$ cat src/rtl/ts_pkg.sv
// Shared constants, header field positions and state type for the MPEG-2 TS receive framer.
package ts_pkg;
  localparam int unsigned TS_DATA_W   = 8;
  localparam int unsigned TS_PID_W    = 13;
  localparam int unsigned TS_POS_W    = 8;
  localparam int unsigned TS_CNT_W    = 4;
  localparam int unsigned TS_CC_W     = 4;
  localparam int unsigned TS_ERRCNT_W = 16;

  localparam logic [TS_DATA_W-1:0] TS_SYNC_BYTE = 8'h47;
  localparam int unsigned          TS_PKT_LEN   = 188;
  localparam logic [TS_PID_W-1:0]  TS_NULL_PID  = 13'h1FFF;

  // Header byte positions and bit fields within them
  localparam int unsigned TS_POS_PID_HI = 1;
  localparam int unsigned TS_POS_PID_LO = 2;
  localparam int unsigned TS_POS_CC     = 3;
  localparam int unsigned TS_TEI_BIT    = 7;
  localparam int unsigned TS_PID_HI_MSB = 4;
  localparam int unsigned TS_AFC_MSB    = 5;
  localparam int unsigned TS_AFC_LSB    = 4;
  localparam int unsigned TS_CC_MSB     = 3;

  typedef enum logic [1:0] {HUNT, VERIFY, LOCKED} ts_state_e;
endpackage

$ cat src/rtl/ts_packet_sync_if.sv
// Byte-stream input and framed-packet output bundle of the TS framer.
interface ts_packet_sync_if;
  import ts_pkg::*;

  logic                   valid;
  logic [TS_DATA_W-1:0]   byte_data;
  logic [TS_PID_W-1:0]    watch_pid;
  logic                   out_valid;
  logic [TS_DATA_W-1:0]   out_data;
  logic                   sop;
  logic                   eop;
  logic                   locked;
  logic [TS_PID_W-1:0]    pid;
  logic                   tei;
  logic                   sync_err;
  logic                   cc_err;
  logic [TS_ERRCNT_W-1:0] cc_err_cnt;

  modport master (
    output valid, byte_data, watch_pid,
    input  out_valid, out_data, sop, eop, locked, pid, tei, sync_err, cc_err, cc_err_cnt
  );

  modport slave (
    input  valid, byte_data, watch_pid,
    output out_valid, out_data, sop, eop, locked, pid, tei, sync_err, cc_err, cc_err_cnt
  );
endinterface

$ cat src/rtl/ts_cc_checker.sv
// Continuity-counter check for one watched PID; flags CC jumps and keeps a saturating count.
module ts_cc_checker
  import ts_pkg::*;
(
  input  logic                   clk,
  input  logic                   rstn,
  input  logic                   stb,
  input  logic                   clr,
  input  logic [TS_PID_W-1:0]    pid,
  input  logic [TS_PID_W-1:0]    watch_pid,
  input  logic [1:0]             afc,
  input  logic [TS_CC_W-1:0]     cc,
  output logic                   cc_err,
  output logic [TS_ERRCNT_W-1:0] cc_err_cnt
);
  logic                   cc_seen_q, cc_seen_d;
  logic [TS_CC_W-1:0]     last_cc_q, last_cc_d;
  logic                   cc_err_q, cc_err_d;
  logic [TS_ERRCNT_W-1:0] cnt_q, cnt_d;
  logic                   check_c, cont_c;
  logic                   unused_afc;

  assign unused_afc = afc[1];
  assign check_c = stb && (pid == watch_pid) && (watch_pid != TS_NULL_PID) && afc[0];
  // A repeated CC is a legal duplicate; otherwise it must advance by one
  assign cont_c  = (cc == last_cc_q) || (cc == TS_CC_W'(last_cc_q + 1'b1));

  always_comb begin
    cc_seen_d = cc_seen_q;
    last_cc_d = last_cc_q;
    cc_err_d  = 1'b0;
    cnt_d     = cnt_q;
    if (clr) begin
      cc_seen_d = 1'b0;
    end else if (check_c) begin
      cc_seen_d = 1'b1;
      last_cc_d = cc;
      if (cc_seen_q && !cont_c) begin
        cc_err_d = 1'b1;
        if (cnt_q != '1) cnt_d = cnt_q + 1'b1;
      end
    end
  end

  always_ff @(posedge clk or negedge rstn) begin
    if (!rstn) begin
      cc_seen_q <= 1'b0;
      last_cc_q <= '0;
      cc_err_q  <= 1'b0;
      cnt_q     <= '0;
    end else begin
      cc_seen_q <= cc_seen_d;
      last_cc_q <= last_cc_d;
      cc_err_q  <= cc_err_d;
      cnt_q     <= cnt_d;
    end
  end

  assign cc_err     = cc_err_q;
  assign cc_err_cnt = cnt_q;
endmodule

$ cat src/rtl/ts_packet_sync.sv
// MPEG-2 TS sync acquisition, aligned packet forwarding and header parse.
// Define TS_CC_CHECK_EN to include continuity checking of watch_pid.
module ts_packet_sync
  import ts_pkg::*;
#(
  parameter int unsigned SYNC_LOCK  = 3,
  parameter int unsigned SYNC_LOSS  = 3,
  parameter int unsigned DATA_WIDTH = 8
) (
  input logic             clk,
  input logic             rstn,
  ts_packet_sync_if.slave bus
);
  localparam logic [TS_POS_W-1:0] POS_LAST = TS_POS_W'(TS_PKT_LEN - 1);
  localparam logic [TS_CNT_W-1:0] LOCK_N   = TS_CNT_W'(SYNC_LOCK);
  localparam logic [TS_CNT_W-1:0] LOSS_N   = TS_CNT_W'(SYNC_LOSS);

  ts_state_e              state_q, state_d;
  logic [TS_POS_W-1:0]    pos_q, pos_d, pos_next_c;
  logic [TS_CNT_W-1:0]    hits_q, hits_d, miss_q, miss_d, hits_inc_c, miss_inc_c;
  logic                   out_valid_q, out_valid_d, sop_q, sop_d, eop_q, eop_d;
  logic                   locked_q, locked_d, sync_err_q, sync_err_d, tei_q, tei_d;
  logic [DATA_WIDTH-1:0]  out_data_q, out_data_d;
  logic [TS_PID_W-1:0]    pid_q, pid_d;
  logic                   is_sync_c, pos0_c, fwd_c;

  assign is_sync_c  = (bus.byte_data == TS_SYNC_BYTE);
  assign pos0_c     = (pos_q == '0);
  assign pos_next_c = (pos_q == POS_LAST) ? '0 : pos_q + 1'b1;
  assign hits_inc_c = hits_q + 1'b1;
  assign miss_inc_c = miss_q + 1'b1;

  always_ff @(posedge clk or negedge rstn) begin
    if (!rstn) begin
      state_q <= HUNT;
      pos_q   <= '0;
      hits_q  <= '0;
      miss_q  <= '0;
    end else begin
      state_q <= state_d;
      pos_q   <= pos_d;
      hits_q  <= hits_d;
      miss_q  <= miss_d;
    end
  end

  // Sync acquisition / loss; a failed verify byte is not reconsidered as a candidate
  always_comb begin
    state_d = state_q;
    pos_d   = pos_q;
    hits_d  = hits_q;
    miss_d  = miss_q;
    if (bus.valid) begin
      unique case (state_q)
        HUNT: begin
          if (is_sync_c) begin
            state_d = VERIFY;
            pos_d   = TS_POS_W'(1);
            hits_d  = TS_CNT_W'(1);
          end
        end
        VERIFY: begin
          pos_d = pos_next_c;
          if (pos0_c && !is_sync_c) begin
            state_d = HUNT;
            pos_d   = '0;
            hits_d  = '0;
          end else if (pos0_c) begin
            hits_d = hits_inc_c;
            if (hits_inc_c == LOCK_N) begin
              state_d = LOCKED;
              miss_d  = '0;
            end
          end
        end
        LOCKED: begin
          pos_d = pos_next_c;
          if (pos0_c && is_sync_c) begin
            miss_d = '0;
          end else if (pos0_c && (miss_inc_c == LOSS_N)) begin
            state_d = HUNT;
            pos_d   = '0;
            hits_d  = '0;
            miss_d  = '0;
          end else if (pos0_c) begin
            miss_d = miss_inc_c;
          end
        end
        default: begin
          state_d = HUNT;
          pos_d   = '0;
          hits_d  = '0;
          miss_d  = '0;
        end
      endcase
    end
  end

  // Forward while locked, including the locking sync byte and the byte that drops lock
  assign fwd_c = bus.valid && ((state_q == LOCKED) || (state_d == LOCKED));

  always_comb begin
    out_valid_d = fwd_c;
    out_data_d  = fwd_c ? bus.byte_data : out_data_q;
    sop_d       = fwd_c && pos0_c;
    eop_d       = fwd_c && (pos_q == POS_LAST);
    sync_err_d  = fwd_c && (state_q == LOCKED) && pos0_c && !is_sync_c;
    locked_d    = (state_d == LOCKED) || fwd_c;
    pid_d       = pid_q;
    tei_d       = tei_q;
    if (bus.valid && (state_q == LOCKED)) begin
      if (pos_q == TS_POS_W'(TS_POS_PID_HI)) begin
        tei_d                 = bus.byte_data[TS_TEI_BIT];
        pid_d[TS_PID_W-1:8]   = bus.byte_data[TS_PID_HI_MSB:0];
      end else if (pos_q == TS_POS_W'(TS_POS_PID_LO)) begin
        pid_d[7:0] = bus.byte_data;
      end
    end
  end

  always_ff @(posedge clk or negedge rstn) begin
    if (!rstn) begin
      out_valid_q <= 1'b0;
      out_data_q  <= '0;
      sop_q       <= 1'b0;
      eop_q       <= 1'b0;
      locked_q    <= 1'b0;
      sync_err_q  <= 1'b0;
      pid_q       <= '0;
      tei_q       <= 1'b0;
    end else begin
      out_valid_q <= out_valid_d;
      out_data_q  <= out_data_d;
      sop_q       <= sop_d;
      eop_q       <= eop_d;
      locked_q    <= locked_d;
      sync_err_q  <= sync_err_d;
      pid_q       <= pid_d;
      tei_q       <= tei_d;
    end
  end

  assign bus.out_valid = out_valid_q;
  assign bus.out_data  = out_data_q;
  assign bus.sop       = sop_q;
  assign bus.eop       = eop_q;
  assign bus.locked    = locked_q;
  assign bus.sync_err  = sync_err_q;
  assign bus.pid       = pid_q;
  assign bus.tei       = tei_q;

`ifdef TS_CC_CHECK_EN
  logic cc_stb_c, cc_clr_c;

  assign cc_stb_c = bus.valid && (state_q == LOCKED) && (pos_q == TS_POS_W'(TS_POS_CC));
  assign cc_clr_c = (state_q == LOCKED) && (state_d == HUNT);

  ts_cc_checker u_cc_checker (
    .clk        (clk),
    .rstn       (rstn),
    .stb        (cc_stb_c),
    .clr        (cc_clr_c),
    .pid        (pid_q),
    .watch_pid  (bus.watch_pid),
    .afc        (bus.byte_data[TS_AFC_MSB:TS_AFC_LSB]),
    .cc         (bus.byte_data[TS_CC_MSB:0]),
    .cc_err     (bus.cc_err),
    .cc_err_cnt (bus.cc_err_cnt)
  );
`else
  logic unused_watch;

  assign unused_watch   = ^bus.watch_pid;
  assign bus.cc_err     = 1'b0;
  assign bus.cc_err_cnt = '0;
`endif
endmodule

$ cat src/flat_wrapper.sv
// flat-port wrapper written by rule: the top's interface ports become plain ports
module ts_packet_sync_flat import ts_pkg::*;
#(
  parameter int unsigned SYNC_LOCK  = 3,
  parameter int unsigned SYNC_LOSS  = 3,
  parameter int unsigned DATA_WIDTH = 8
)
  (clk, rstn, bus_valid, bus_byte_data, bus_watch_pid, bus_out_valid, bus_out_data, bus_sop, bus_eop, bus_locked, bus_pid, bus_tei, bus_sync_err, bus_cc_err, bus_cc_err_cnt);
  ts_packet_sync_if bus_i ();
  input logic clk;
  input logic rstn;
  input wire logic [$bits(bus_i.valid)-1:0] bus_valid;
  input wire logic [$bits(bus_i.byte_data)-1:0] bus_byte_data;
  input wire logic [$bits(bus_i.watch_pid)-1:0] bus_watch_pid;
  output wire logic [$bits(bus_i.out_valid)-1:0] bus_out_valid;
  output wire logic [$bits(bus_i.out_data)-1:0] bus_out_data;
  output wire logic [$bits(bus_i.sop)-1:0] bus_sop;
  output wire logic [$bits(bus_i.eop)-1:0] bus_eop;
  output wire logic [$bits(bus_i.locked)-1:0] bus_locked;
  output wire logic [$bits(bus_i.pid)-1:0] bus_pid;
  output wire logic [$bits(bus_i.tei)-1:0] bus_tei;
  output wire logic [$bits(bus_i.sync_err)-1:0] bus_sync_err;
  output wire logic [$bits(bus_i.cc_err)-1:0] bus_cc_err;
  output wire logic [$bits(bus_i.cc_err_cnt)-1:0] bus_cc_err_cnt;
  assign bus_i.valid = bus_valid;
  assign bus_i.byte_data = bus_byte_data;
  assign bus_i.watch_pid = bus_watch_pid;
  assign bus_out_valid = bus_i.out_valid;
  assign bus_out_data = bus_i.out_data;
  assign bus_sop = bus_i.sop;
  assign bus_eop = bus_i.eop;
  assign bus_locked = bus_i.locked;
  assign bus_pid = bus_i.pid;
  assign bus_tei = bus_i.tei;
  assign bus_sync_err = bus_i.sync_err;
  assign bus_cc_err = bus_i.cc_err;
  assign bus_cc_err_cnt = bus_i.cc_err_cnt;
  ts_packet_sync #(.SYNC_LOCK(SYNC_LOCK), .SYNC_LOSS(SYNC_LOSS), .DATA_WIDTH(DATA_WIDTH)) u_core (.clk(clk), .rstn(rstn), .bus(bus_i));
endmodule
$ cat config.mk
export PLATFORM = sky130hd
export DESIGN_NAME = ts_packet_sync_flat
export DESIGN_NICKNAME = d
export VERILOG_FILES = /design/src/rtl/ts_pkg.sv /design/src/rtl/ts_packet_sync_if.sv /design/src/rtl/ts_cc_checker.sv /design/src/rtl/ts_packet_sync.sv /design/src/flat_wrapper.sv
export SDC_FILE = /design/constraint.sdc
export NUM_CORES = 1
export LEC_CHECK = 0
export ABC_AREA = 1
export CAP_MARGIN = 25
export CELL_PAD_IN_SITES_DETAIL_PLACEMENT = 1
export CELL_PAD_IN_SITES_GLOBAL_PLACEMENT = 2
export CORE_ASPECT_RATIO = 1.2
export CORE_UTILIZATION = 28
export DETAILED_ROUTE_END_ITERATION = 10
export GPL_ROUTABILITY_DRIVEN = 0
export PLACE_DENSITY_LB_ADDON = 0.15
export REMOVE_ABC_BUFFERS = 1
export SLEW_MARGIN = 20
export SYNTH_ARGS = -nofsm -noshare
export SYNTH_HDL_FRONTEND = slang
export SYNTH_HIERARCHICAL = 1
export SYNTH_SLANG_ARGS = --single-unit
$ cat constraint.sdc
create_clock -name clk -period 1.79 [get_ports clk]
set_input_delay 0.358 -clock clk [delete_from_list [all_inputs] [get_ports clk]]
set_output_delay 0.358 -clock clk [all_outputs]
set_load 0.1 [all_outputs]
### Yosys cells after proc, flatten, opt, wreduce, memory -nomap -nowiden

Cells that the tools add are included.
Widths: inputs -> output; s select.

| operators by class | value |
|---|---|
| muxes and demuxes | 27 |
| bitwise logic cells | 2 |
| reductions and logical operators | 20 |
| equal/unequal tests | 17 |
| $add $sub $neg | 3 |

Operator list:

| kind | count |
|---|---|
| $mux 4 | 11 |
| $mux 8 | 5 |
| $pmux 4 s3 | 2 |
| $pmux 8 s3 | 1 |
| $mux 2 | 7 |
| $logic_and 1x1->1 | 10 |
| $add 4x1->4 const B | 2 |
| $add 8x1->8 const B | 1 |
| $eq 4x2->1 const B | 2 |
| $eq 8x1->1 const B | 1 |
| $eq 8x2->1 const B | 1 |
| $eq 8x7->1 const B | 1 |
| $eq 8x8->1 const B | 1 |
| $logic_not 8->1 | 1 |
| $ne 2x1->1 const B | 4 |
| $pmux 2 s3 | 1 |
| $reduce_and 6->1 | 1 |
| $reduce_and 5->1 | 1 |
| $eq 2x2->1 const B | 2 |
| $ne 2x2->1 const B | 2 |
| $ne 4x1->1 const B | 1 |
| $reduce_and 2->1 | 2 |
| $ne 3x1->1 const B | 1 |
| $reduce_and 3->1 | 1 |
| 5 further kinds | 7 |

| storage, ports and cells | value |
|---|---|
| logic and storage cells | 82 |
| output and inout bits | 44 |
| bits of input ports | 24 |
| bits in registers | 45 |

### Depth between registers and ports, before layout

| depth | value |
|---|---|
| depth in word-level cells | 13 |
| depth in mapped cells | 13 |
| mapped depth without buffers | 13 |

### Least setup slack after synthesis

No wires, ideal clock.

| timing path | value |
|---|---|
| path kind | register -> register |
| start point | register u_core.pos_q[0] |
| end point | register u_core.out_data_q[0] (netlist: u_core/bus.out_data[0]) |
| required time | 1.670 ns |
| path buffers | 1 |
| clock period less this slack | 1.590 ns |
| arrival | 1.470 ns |
| library setup time | 0.120 ns |
| cell stages (with the launch flop) | 13 |
| path slack | 0.200 ns |
| cell sequence | dfrtp_1 -> inv_1 -> ha_1 -> nand2_2 -> inv_1 -> nand2_4 -> nor2_4 -> nand3_1 -> nand2_2 -> nand2_4 -> buf_12 -> nand3_2 -> nand2_1 |

| on the way | value |
|---|---|
| word-level cells in the longest chain between the ends | 9 |
| elaborated cells between the ends (all ways) | 13 |
| those cells by class | eq/ne: 1; mux: 6; reduce/logical: 6 |

Ends and longest elaborated chain:

| element | line | source |
|---|---|---|
| start, declared | ts_packet_sync.sv:19 | `logic [TS_POS_W-1:0] pos_q, pos_d, pos_next_c;` |
| start signal, assigned | ts_packet_sync.sv:41 | `pos_q <= pos_d;` |
| $logic_not 8->1 * | ts_packet_sync.sv:28 | `assign pos0_c = (pos_q == '0);` |
| $logic_and 1x1->1 | ts_packet_sync.sv:80 | `end else if (pos0_c && (miss_inc_c == LOSS_N)) begin` |
| $mux 2 | ts_packet_sync.sv:80 |  |
| $mux 2 | ts_packet_sync.sv:78 | `if (pos0_c && is_sync_c) begin` |
| $pmux 2 s3 * | ts_packet_sync.sv:54 | `unique case (state_q)` |
| $mux 2 * | ts_packet_sync.sv:53 | `if (bus.valid) begin` |
| $eq 2x2->1 * | ts_packet_sync.sv:100 | `assign fwd_c = bus.valid && ((state_q == LOCKED) \|\| (state_d == LOCKED));` |
| $logic_or 1x1->1 * | ts_packet_sync.sv:100 |  |
| $logic_and 1x1->1 * | ts_packet_sync.sv:100 |  |
| end signal, assigned | ts_packet_sync.sv:133 | `out_data_q <= out_data_d;` |
| end, declared | ts_packet_sync.sv:23 | `logic [DATA_WIDTH-1:0] out_data_q, out_data_d;` |

Mark *: on every way between the ends. The rest lies on a longest branch, timed or not.
A chain may end at the register's enable or synchronous reset.

### Worst setup path after layout

| timing path | value |
|---|---|
| start point | register u_core.miss_q[1] |
| end point | register u_core.out_data_q[3] (netlist: u_core/bus.out_data[3]) |

| on the way | value |
|---|---|
| word-level cells in the longest chain between the ends | 10 |

Ends and longest elaborated chain:

| element | line | source |
|---|---|---|
| start, declared | ts_packet_sync.sv:20 | `logic [TS_CNT_W-1:0] hits_q, hits_d, miss_q, miss_d, hits_inc_c, miss_inc_c;` |
| start signal, assigned | ts_packet_sync.sv:43 | `miss_q <= miss_d;` |
| $add 4x1->4 | ts_packet_sync.sv:31 | `assign miss_inc_c = miss_q + 1'b1;` |
| $eq 4x2->1 | ts_packet_sync.sv:80 |  |
| $logic_and 1x1->1 | ts_packet_sync.sv:80 |  |
| $mux 2 | ts_packet_sync.sv:80 |  |
| $mux 2 | ts_packet_sync.sv:78 |  |
| $pmux 2 s3 | ts_packet_sync.sv:54 |  |
| $mux 2 | ts_packet_sync.sv:53 |  |
| $eq 2x2->1 | ts_packet_sync.sv:100 |  |
| $logic_or 1x1->1 | ts_packet_sync.sv:100 |  |
| $logic_and 1x1->1 | ts_packet_sync.sv:100 |  |
| net u_core.fwd_c | ts_packet_sync.sv:25 | `logic is_sync_c, pos0_c, fwd_c;` |

The timed path passes the listed nets, and every way through them passes these cells.

==> summary.md <==
| Metric | Value |
|---|---|
| R2r worst-path depth | `11` |
| Met3 Usage GRT | `4.39%` |
| Placed cell areas | `0.00355 mm^2` |
| Die Y | `107 um` |
| EDFF count, synth | `0` |
| Int Power | `1.81 mW` |
| Post-DP HPWL | `4790 um` |
| Compound-Gate Fraction of Synth Area | `8.91%` |
| Worst-path clk slew | `0.09 ns` |
| PD cells | `743 mW/mm^2` |
| Top_reg_cell synth | `dfrtp_1` |
| WP data arrival | `1.88 ns` |
| Synth-to-Final Area Change | `46.4%` |
| Slew Viols, Final | `0` |
| Core Area | `0.00875 mm^2` |
| Post-synthesis mux area share | `0%` |
| Critical-path cell list | `ha_2 > xnor2_2 > nand2_1 > nor2_2 > nand2_2 > nand2_4 > nand2_4 > nand2_8 > nand2_8 > nand2_1 > nand2_1` |
| Switching Fraction | `35.2%` |
| Clock root buffer | `clkbuf_8` |
| Min cycle time layout | `1.68 ns` |
| Setup Viol. Count Final | `0` |
| Maxcap violations | `0` |
| Final worst-path cycle share | `94.1%` |
| Routed WL | `6260 um` |
| Finished Layout Cells | `486` |
| Flop pwr share | `40.4%` |
| 1st-pass router iterations | `4` |
| Synth Area in XOR/XNOR | `2.04%` |
| Cts bufs inserted | `5` |
| Busiest grt layer | `met2` |
| Starting Density | `29.4%` |
| Drt drc | `0` |
| Final Skew | `0.00826 ns` |
| Cell count after placement | `477` |
| Mapped Area | `0.00257 mm^2` |
| VDD IR-drop max | `0.324 mV` |
| Fin area | `0.00376 mm^2` |
| CP Max Fanout | `9` |
| Total gr overflow | `0` |
| Status | `complete, no violations` |
| # diodes | `0` |
| Crit Reg-Reg Startpoint | `u_core/miss_q[1]` |
| Vias in the first global route | `2225` |
| Total Routing Usage GR | `14.8%` |
| Nets@finish | `401` |
| Wire per inst | `12.9 um` |
| Clock network fraction of total power | `27.3%` |
| Met2 usage | `25.1%` |
| CP Class | `reg -> reg` |
| I/O Buffers | `37` |
| Antenna violations before repair | `0` |
| Hold buffer count at cts | `0` |
| Async SR Flop Fraction | `100%` |
| First DRT Iteration DRCs | `76` |
| Flop-to-flop setup slack | `0.11 ns` |
| Vias | `2089` |
| Vias per cell | `4.30` |
| Final setup TNS | `0 ns` |
| Post-Route Utilization | `43.0%` |
| FMAX | `0.594 GHz` |
| #FFs+latches synth | `45` |
| Worst path max stage delay | `0.39 ns` |
| RSZ-0062 raised after global routing | `yes` |
| Htree depth | `2` |
| CP max-delay cell | `dfrtp_1` |
| Largest net degree at the start of global routing | `28` |
| Final Hold Violating Endpoints | `0` |
| Gate power share | `32.3%` |
| Crit Reg-Reg Endpoint | `u_core/bus.out_data[3]` |
| Mapped Cells | `292` |
| Most frequent CP cell | `nand2_1` |
| Post-DRT Antenna Nets | `0` |
| Req. time, crit path | `1.99 ns` |
| CP endpoint kind | `register` |
| CP Launch Type | `register` |
| Distinct cells, synth | `36` |
| Met1 GRT Util | `18.0%` |
| Kind of cell adding the most delay to the critical path | `simple AND/OR/NAND/NOR gates` |
| CP Depth | `11` |
| Hold_ws | `0.0154 ns` |
| Layout cells sized above 1 | `39.0%` |
| Num ports | `68` |
| Post-synthesis sequential area ratio | `43.8%` |
| Clock Latency Late Sink | `0.30 ns` |
| Clock Sinks | `45` |
| First-pass GRT wire length | `10900 um` |
| Std-Cell Rows | `37` |
| P_sw | `0.985 mW` |
| Post-synthesis adder-cell area fraction | `3.89%` |
| Mapped Avg Cell Area | `8.81 um^2` |
| TritonCTS clock tree | `done` |
| Fillers | `997` |
| Die X | `89.5 um` |
| Die area | `0.00957 mm^2` |
| LEAKAGE | `1.75 nW` |
| Hold Path Class | `in -> async` |
| Synth warnings | `6` |
| Crit path buf inv count | `0` |
| CTS max path bufs | `2` |
| Simple-Gate Fraction of Synth Area | `29.5%` |
| Largest family of logic cells by synthesized area | `simple AND/OR/NAND/NOR gates` |
[per-stage QoR]
step / setup slack, ns / power, mW
finish: 0.105 / 2.80
global route: -0.0453 / 2.98
CTS: 0.00905 / 2.83
detailed placement: -0.270 / 2.03
global placement: -0.253 / 2.02
floorplan: 0.125 / 1.70
[how the worst max path moves through the flow]
stage | from | to | slack (ns)
finish | u_core/miss_q[1] | u_core/bus.out_data[3] | 0.11
global route | u_core/miss_q[1] | u_core/bus.out_data[3] | -0.05
CTS | u_core/miss_q[0] | u_core/bus.out_data[0] | 0.009
detailed placement | bus_byte_data[5] | u_core/bus.out_data[7] | -0.27
global placement | bus_byte_data[7] | u_core/bus.locked | -0.25
floorplan | u_core/state_q[0] | u_core/bus.pid[10] | 0.12
[worst register-to-register path, delay by kind of cell, from the launching register on]
family,cells,cell delay [ns]
and+or+nand+nor,9,0.85
DFF,1,0.39
adders and majority gates,1,0.20
xor gates and xnor gates,1,0.16
[cells in the final DEF, fill, tap and decap left out, drive strengths merged]
| cell type | instances |
|---|---|
| ha | 8 |
| bufinv | 1 |
| and2 | 1 |
| clkdlybuf4s50 | 9 |
| buf | 65 |
| clkbuf | 5 |
| nor2 | 30 |
| o21ai | 23 |
| clkinv | 1 |
| o22ai | 1 |
| nand2 | 81 |
| xnor2 | 2 |
| nand3 | 22 |
| conb | 17 |
| dfrtp | 45 |
| nor4 | 1 |
| nor3 | 3 |
| nand4 | 8 |
| inv | 34 |
| a21oi | 6 |
| or2 | 1 |
| xor2 | 4 |
| a31oi | 1 |
[power groups by stage]
stage	clock network (mW)	logic (mW)	registers [mW]
after CTS	0.813	0.891	1.13
after global routing	0.836	1.00	1.14
final	0.763	0.904	1.13
after detailed placement	0	0.886	1.15
after floorplan	0	0.528	1.17
after global placement	0	0.868	1.15
[state kept, by name, summed over array words and instances (netlist names), 2 cells and up]
name,count
u_core/bus.out_data,8
u_core/bus.pid,13
u_core/hits_q,4
u_core/miss_q,4
u_core/pos_q,8
u_core/state_q,2
[metal layers]
| metal | up-vias | routed length (um) |
|---|---|---|
| li1 | 1040 | - |
| met5 | - | 0 |
| met2 | 45 | 3180 |
| met1 | 999 | 2660 |
| met4 | 0 | 77 |
| met3 | 5 | 343 |
[Yosys cell counts, types with 2 or more instances]
cell type,instances,area share [%]
a21oi_1,3,0.58
a21oi_2,2,0.68
buf_4,18,5.3
dfrtp_1,45,44
ha_1,8,3.9
inv_1,30,4.4
inv_2,3,0.44
nand2_1,69,10
nand2_2,7,1.7
nand2_4,4,1.8
nand3_1,13,2.5
nand3_2,9,3.5
nand4_1,7,1.7
nor2_1,25,3.6
nor2_2,2,0.49
nor2_4,3,1.3
o21ai_0,5,0.97
o21ai_1,4,0.78
o21ai_2,14,4.8
xnor2_1,2,0.68
xor2_1,4,1.4
[final cells by class]
class | count | area [um^2] | share of cell area, %
clock buffers | 5 | 68.8 | 1.83
clock inverters | 2 | 35.0 | 0.931
inverters | 34 | 130 | 3.46
multi-input cells | 209 | 1310 | 34.7
flip-flops and latches | 45 | 1130 | 29.9
well taps | 117 | 146 | 3.89
repair buffers | 74 | 951 | 25.3
[cells by family (layout without fill, tap and decap cells)]
kind of cell	count (synthesis)	after routing
flops	45	45
xor+xnor	6	6
fa+ha+maj	8	8
other cells	1	17
compound gates	31	31
buf+inv	55	115
simple gates	146	147
[timing repair]
| item | 4_1_cts | 5_1_grt |
|---|---|---|
| endpoints found under the setup margin | 15 | 28 |
| gates resized for setup | 3 | 25 |
| setup buffers | 0 | 1 |
| gates cloned | 0 | 1 |
| pin swaps | 1 | 11 |
No activity file was read; power rests on OpenSTA's default activity.
